**src/rtl/pwm_capture_pkg.sv**
```systemverilog
// Shared definitions for PWM capture: FSM state encoding and the
// period / stuck-timeout expressions shared with the PWM generator.
package pwm_capture_pkg;

  typedef enum logic [1:0] {
    IDLE    = 2'd0,
    MEASURE = 2'd1,
    STUCK   = 2'd2
  } state_t;

  // Nominal PWM period N for a given level width.
  function automatic int period_n(input int w);
    return 1 << w;
  endfunction

  // Stuck timeout T: two nominal periods without an active rise.
  function automatic int timeout_t(input int w);
    return 1 << (w + 1);
  endfunction

endpackage

```
**src/rtl/pwm_capture_sync.sv**
```systemverilog
// pwm_sync: 2-flop synchronizer plus delay flop for an async input.
// Ports: clk, reset (sync, active-high), raw (async in), a (active level), rise.
module pwm_sync #(
  parameter bit INVERT = 1'b0
) (
  input  logic clk,
  input  logic reset,
  input  logic raw,
  output logic a,
  output logic rise
);

  logic s1;
  logic s2;
  logic s3;

  always_ff @(posedge clk) begin
    if (reset) begin
      s1 <= 1'b0;
      s2 <= 1'b0;
      s3 <= 1'b0;
    end else begin
      s1 <= raw;
      s2 <= s1;
      s3 <= s2;
    end
  end

  logic a_d;

  assign a    = s2 ^ INVERT;
  assign a_d  = s3 ^ INVERT;
  assign rise = a & ~a_d;

endmodule

```
**src/rtl/pwm_capture.sv**
```systemverilog
// PWM capture: measures high-time per period between active rises,
// reports a saturated level with a valid pulse, flags stuck inputs.
// Ports: clk, reset (sync, active-high), pwm_in (async), level,
// level_valid, stuck, period_err (PWMCAP_PERIOD_CHECK_EN only, else 0).
module pwm_capture
  import pwm_capture_pkg::*;
#(
  parameter int WIDTH  = 8,
  parameter bit INVERT = 1'b0
) (
  input  logic             clk,
  input  logic             reset,
  input  logic             pwm_in,
  output logic [WIDTH-1:0] level,
  output logic             level_valid,
  output logic             stuck,
  output logic             period_err
);

  localparam int CW = WIDTH + 1;
  localparam logic [CW-1:0] N   = CW'(period_n(WIDTH));
  localparam logic [CW-1:0] SAT = '1;

  logic a;
  logic rise;

  pwm_sync #(.INVERT(INVERT)) u_sync (
    .clk   (clk),
    .reset (reset),
    .raw   (pwm_in),
    .a     (a),
    .rise  (rise)
  );

  state_t           state;
  state_t           state_n;
  logic [CW-1:0]    per_cnt;
  logic [CW-1:0]    per_n;
  logic [CW-1:0]    hi_cnt;
  logic [CW-1:0]    hi_n;
  logic [WIDTH-1:0] level_n;
  logic             valid_n;
  logic             stuck_n;
  logic             perr_n;
  logic             timeout;
  logic             mismatch;
  logic [WIDTH-1:0] sat_level;

  // per_cnt holds completed cycles since the rise cycle, so all-ones
  // on a non-rise cycle means this is the T-th cycle with no rise.
  assign timeout   = (per_cnt == SAT);
  assign sat_level = (hi_cnt >= N) ? '1 : hi_cnt[WIDTH-1:0];

`ifdef PWMCAP_PERIOD_CHECK_EN
  assign mismatch = (per_cnt != N);
`else
  assign mismatch = 1'b0;
`endif

  always_ff @(posedge clk) begin
    if (reset) begin
      state       <= IDLE;
      per_cnt     <= '0;
      hi_cnt      <= '0;
      level       <= '0;
      level_valid <= 1'b0;
      stuck       <= 1'b0;
      period_err  <= 1'b0;
    end else begin
      state       <= state_n;
      per_cnt     <= per_n;
      hi_cnt      <= hi_n;
      level       <= level_n;
      level_valid <= valid_n;
      stuck       <= stuck_n;
      period_err  <= perr_n;
    end
  end

  always_comb begin
    state_n = state;
    level_n = level;
    valid_n = 1'b0;
    stuck_n = stuck;
    perr_n  = 1'b0;

    if (rise) begin
      per_n = CW'(1);
      hi_n  = CW'(1);
    end else begin
      per_n = (per_cnt == SAT) ? per_cnt : per_cnt + 1'b1;
      hi_n  = (a && hi_cnt != SAT) ? hi_cnt + 1'b1 : hi_cnt;
    end

    unique case (state)
      IDLE, MEASURE: begin
        if (rise) begin
          state_n = MEASURE;
          if (state == MEASURE) begin
            if (mismatch) begin
              perr_n = 1'b1;
            end else begin
              level_n = sat_level;
              valid_n = 1'b1;
            end
          end
        end else if (timeout) begin
          level_n = a ? '1 : '0;
          valid_n = 1'b1;
          stuck_n = 1'b1;
          state_n = STUCK;
        end
      end
      STUCK: begin
        if (rise) begin
          stuck_n = 1'b0;
          state_n = MEASURE;
        end
      end
      default: state_n = IDLE;
    endcase
  end

endmodule

```
**config.mk**
```make
export PLATFORM = sky130hd
export DESIGN_NAME = pwm_capture
export DESIGN_NICKNAME = d
export VERILOG_FILES = /design/src/rtl/pwm_capture_pkg.sv /design/src/rtl/pwm_capture_sync.sv /design/src/rtl/pwm_capture.sv
export SDC_FILE = /design/constraint.sdc
export NUM_CORES = 1
export LEC_CHECK = 0
export ABC_AREA = 1
export ABC_CLOCK_PERIOD_IN_PS = 1500
export BUFFER_PORTS_ARGS = -buffer_cell sky130_fd_sc_hd__buf_2
export CORE_ASPECT_RATIO = 0.9
export CORE_MARGIN = 1
export CORE_UTILIZATION = 52
export DETAILED_ROUTE_END_ITERATION = 10
export PLACE_DENSITY = 0.74
export REMOVE_ABC_BUFFERS = 1
export SLEW_MARGIN = 20
export SYNTH_ARGS = -nofsm -noshare
export SYNTH_HDL_FRONTEND = slang
export SYNTH_HIERARCHICAL = 1
export SYNTH_SLANG_ARGS = --single-unit
export TNS_END_PERCENT = 30
```
**constraint.sdc**
```tcl
create_clock -name clk -period 1.5 [get_ports clk]
set_input_delay 0.15 -clock clk [delete_from_list [all_inputs] [get_ports clk]]
set_output_delay 0.15 -clock clk [all_outputs]
set_load 0.005 [all_outputs]
```
; Yosys cells after proc, flatten, opt, wreduce, memory -nomap -nowiden
; Index checks and enable logic that the tools add are counted.
[op_classes]
add_sub_neg = 2
mul = 0
div = 0
order_cmp = 1
eq_ne = 10
n_shift = 0
mux = 20
bitwise_logic = 3
reduce_logical = 11
[ops]
columns = cell, count
row1 = two-way mux 8 bit, 5
row2 = adder 9 x 1 -> 9 bit (second input constant), 2
row3 = two-way mux 1 bit, 10
row4 = equality test 9 bit (second input constant), 1
row5 = >= comparator 9 bit (second input constant), 1
row6 = inequality test 9 bit (second input constant), 1
row7 = inequality test 2 bit (second input constant), 4
row8 = two-way mux 2 bit, 3
row9 = nonzero test 2 bit, 3
row10 = OR reduction 2 bit, 3
row11 = one-hot mux 2 bit (2 select lines), 1
row12 = AND reduction 4 bit, 1
row13 = inequality test 3 bit (second input constant), 1
row14 = AND reduction 3 bit, 1
row15 = equality test 2 x 1 -> 1 bit (second input constant), 1
row16 = equality test 2 bit (second input constant), 1
row17 = zero test 2 bit, 1
row18 = inequality test 2 x 1 -> 1 bit (second input constant), 1
row19 = inverter 1 bit, 2
row20 = one-hot mux 1 bit (2 select lines), 1
row21 = AND reduction 2 bit, 1
row22 = AND 1 bit, 1
row23 = logical AND 1 bit, 1
[word_totals]
reg_bits = 33
latch_bits = 0
ram_bits = 0
rom_bits = 0
in_bits = 3
output_inout_bits = 11
wordCells = 58
memories = 0

; Longest topological paths before layout
[logic_depth]
ltp_word = 4
ltp_mapped = 13
ltp_nobuf = 13

; Cells and area by module
; The synthesis kept the hierarchy.
[modules_own_cells]
columns = module, instances, cells_each, area_per_inst_um2, seq_area_each_um2
row1 = pwm_capture, 1, 221, 1445.1, 600.6
row2 = pwm_sync, 1, 10, 86.3, 60.1

; Worst setup path after synthesis
; No wires, ideal clock.
[synth_path]
kind = register to register
start = register per_cnt[0]
end = register level[0]
setup_ns = 0.113
arrival_ns = 1.557
required_time_ns = 1.387
path_slack_ns = -0.169
path_stages_with_launch = 11
path_buffers = 1
period_less_slack_ns = 1.669
path_cell_list = dfxtp_1 > ha_1 > nand2_1 > nor2_1 > nand3_1 > nor2_1 > ha_1 > o211ai_2 > buf_6 > nor2_1 > nor2_1
[synth_via]
elab_chain_cells = 3
[synth_lines]
columns = item, line_no
row1 = from (decl), pwm_capture.sv:37  ; logic [CW-1:0] per_cnt;
row2 = from (signal assigned), pwm_capture.sv:71  ; per_cnt <= per_n;
row3 = equality test 9 bit, pwm_capture.sv:51  ; assign timeout = (per_cnt == SAT);
row4 = nonzero test 2 bit (no line), -
row5 = AND reduction 3 bit (no line), -
row6 = to (signal assigned), pwm_capture.sv:73  ; level <= level_n;
row7 = to (decl), pwm_capture.sv:14  ; output logic [WIDTH-1:0] level,
; No other way between the ends.
; A chain may end at the register's enable or synchronous reset.

; Worst setup path in the final report
[layout_path]
start = register per_cnt[0]
end = register level[6]
; The elaborated chain is that of the path after synthesis.

==> flow_metrics.env <==
export IMPL_p_per_area_nw_per_um2=753
export IMPL_wl_um=3640
export IMPL_hold_violations=0
export IMPL_diodes=0
export IMPL_finalPower_mw=1.60
export IMPL_end_kind="flop"
export IMPL_slowest_stage="dfxtp_2"
export IMPL_wl_met2_um=1780
export IMPL_cp_depth=11
export IMPL_grt_usage_pct=24.7
export IMPL_fmax_ghz=0.605
export IMPL_violations="setup timing"
export IMPL_synth_seq_cells=33
export IMPL_routedWlPerCell_um=11.3
export IMPL_synth_warning_count=6
export IMPL_synth_cells=231
export IMPL_die_h_um=53.5
export IMPL_critPathKind="flop to flop"
export IMPL_cts_buffer_depth=2
export IMPL_final_setup_viol_count=24
export IMPL_r2r_start="per_cnt[0]"
export IMPL_wl_met1_um=1570
export IMPL_pre_cts_ws_ns=-0.137
export IMPL_grt_pass1_vias=1371
export IMPL_ir_drop_mv=0.837
export IMPL_startpoint_type="flop"
export IMPL_worstPathArrival_ns=1.94
export IMPL_status="finished, violations left"
export IMPL_clock_root_buffer="clkbuf_4"
export IMPL_drc=0
export IMPL_drive_above_1_share_pct=30.9
export IMPL_via_per_inst=4.92
export IMPL_numClockSinks=33
export IMPL_startpoint="per_cnt[0]"
export IMPL_crit_fanout=8
export IMPL_die_w_um=59.2
export IMPL_fin_crit_ns=1.65
export IMPL_p_leak_nw=1.03
export IMPL_first_iter_violations=40
export IMPL_r2r_end="level[6]"
export IMPL_core_area_um2=2770
export IMPL_highest_layer="met4"
export IMPL_clk_latency_ns=0.35
export IMPL_grt_overflow=0
export IMPL_vias=1583
export IMPL_ys_seq_area_share_pct=43.1
export IMPL_max_stage_delay_ns=0.37
export IMPL_final_common_cell="nand2_1"
export IMPL_critPathCapture="level[6]"
export IMPL_htreeDepth=2
export IMPL_mostFrequentLayoutCells="49 x nand2_1, 47 x nor2_1, 31 x inv_1, 30 x buf_4, 29 x dfxtp_1"
export IMPL_required_ns=1.78
export IMPL_grt_max_degree=17
export IMPL_path_clk_slew_ns=0.10
export IMPL_grt_antenna_before_repair=0
export IMPL_cts_tree="yes"
export IMPL_maxCapViolCount=0
export IMPL_rsz0062_at_grt="yes"
export IMPL_cp_cell_sequence="ha_4 > nand2_4 > nor2_4 > nand3_2 > nor2_4 > ha_4 > o211ai_4 > clkbuf_16 > nand2_2 > nand2_2 > nor2_1"
export IMPL_r2r_cells=11
export IMPL_port_buffers=12
export IMPL_boundaryPins=14
export IMPL_fin_crit_sh_pct=110
export IMPL_fin_ws_ns=-0.152
export IMPL_netlist_area_um2=1530
export IMPL_ant_nets=0
export IMPL_reg2reg_setup_slack_ns=-0.15
export IMPL_numCtsBuffers=5
export IMPL_avgSynthCellArea_um2=6.63
export IMPL_std_cell_rows=18
export IMPL_firstDrtPassIters=4
export IMPL_crit_family="simple AND/OR/NAND/NOR gates"
export IMPL_finClkSkew_ns=0.0110
export IMPL_die_area_um2=3170
export IMPL_place_hpwl_um=2050
export IMPL_yosysUniqueCellTypes=19
export IMPL_fin_nets=289
export IMPL_initial_core_util_pct=55.3
export IMPL_dr_wl_met3_um=208
export IMPL_final_max_slew_viol_count=0
export IMPL_cp_num_buf_inv=1
export IMPL_syn_to_final_growth_pct=39.1
export IMPL_hp_class="input port to flop"
export IMPL_grt_pass1_wl_um=5580
export IMPL_place_congestion=0.783
## layer usage
metal / track usage, % / up-vias
li1: - / 809
met1: 27.4 / 717
met2: 40.8 / 49
met3: 8.56 / 8
met4: 14.3 / 0
met5: 0 / -
## per-stage QoR
stage                     setup TNS, ns  hold slack (ns)  instance area [µm²]  utilization (%)  cells
final                             -1.78           0.0690                 2130             76.9    322
after global routing              -4.40           0.0706                 2130             76.9    322
after CTS                         -1.00           0.0657                 2010             72.7    320
after detailed placement          -2.14            0.358                 1830             66.0    306
after global placement            -1.17            0.351                 1830             66.0    306
after floorplan                   -2.30            0.219                 1500                -    227
## kinds of logic after synthesis
family                   count (synthesis)  share of synthesized area [%]
other                                    1                          0.245
AO/OA/AOI/OAI                           25                           8.66
flip-flops                              33                           43.1
adder cells (fa/ha/maj)                  5                           4.08
buffers and inverters                   37                           9.97
AND/OR/NAND/NOR                        130                           33.9
## cell type report
class                           instances  area [µm²]
Multi-Input combinational cell        161         876
Fill cell                             195         641
Timing Repair Buffer                   47         363
Clock buffer                            8        48.8
Tap cell                               40        50.0
Inverter                               33         126
Sequential cell                        33         666
## power breakdown
part           switching, mW  internal [mW]
registers             0.0193          0.905
clock network          0.304          0.187
logic                 0.0999         0.0875
## worst reg2reg max path, stage by stage, from the launching register on
cell       delay [ns]
dfxtp_2          0.37
ha_4             0.16
nand2_4          0.05
nor2_4           0.09
nand3_2          0.10
nor2_4           0.16
ha_4             0.17
o211ai_4         0.10
clkbuf_16        0.18
nand2_2          0.06
nand2_2          0.04
nor2_1           0.10
## synthesized netlist by cell type
library cell | number | area [µm²]
conb_1 | 1 | 3.75
buf_4 | 1 | 7.51
inv_1 | 31 | 116
buf_6 | 1 | 11.3
nor3_1 | 5 | 25.0
o211ai_2 | 1 | 12.5
inv_2 | 1 | 3.75
ha_1 | 5 | 62.6
buf_2 | 2 | 10.0
dfxtp_1 | 33 | 661
clkinv_1 | 1 | 3.75
or2_2 | 2 | 12.5
a21oi_1 | 11 | 55.1
o21ai_0 | 13 | 65.1
nand3_1 | 8 | 40.0
nor2_2 | 1 | 6.26
nor2_1 | 52 | 195
nand2_1 | 59 | 221
nand4_1 | 3 | 18.8
## flip-flops by register name (all words and copies together), names as in the netlist
signal	cells
u_sync/a	1
level_valid	1
stuck	1
per_cnt	9
u_sync/s1	1
hi_cnt	9
u_sync/a_d	1
level	8
state	2
## repair_timing
item,4_1_cts,5_1_grt
gates cloned,1,0
pin swaps,3,6
gates resized for setup,20,27
setup endpoints to repair,28,30
hold buffers,1,0
hold endpoints to repair,1,0
buffers inserted,4,2
## worst min-delay path by stage
stage,from,to,slack [ns],cells past startpoint
2_1_floorplan,reset,hi_cnt[0],0.22,1
3_3_place_gp,pwm_in,u_sync/s1,0.35,3
6_report,reset,hi_cnt[0],0.07,2
3_5_place_dp,pwm_in,u_sync/s1,0.36,3
5_1_grt,reset,per_cnt[0],0.07,2
4_1_cts,reset,hi_cnt[0],0.07,2
(Power assumes the default switching activity.)
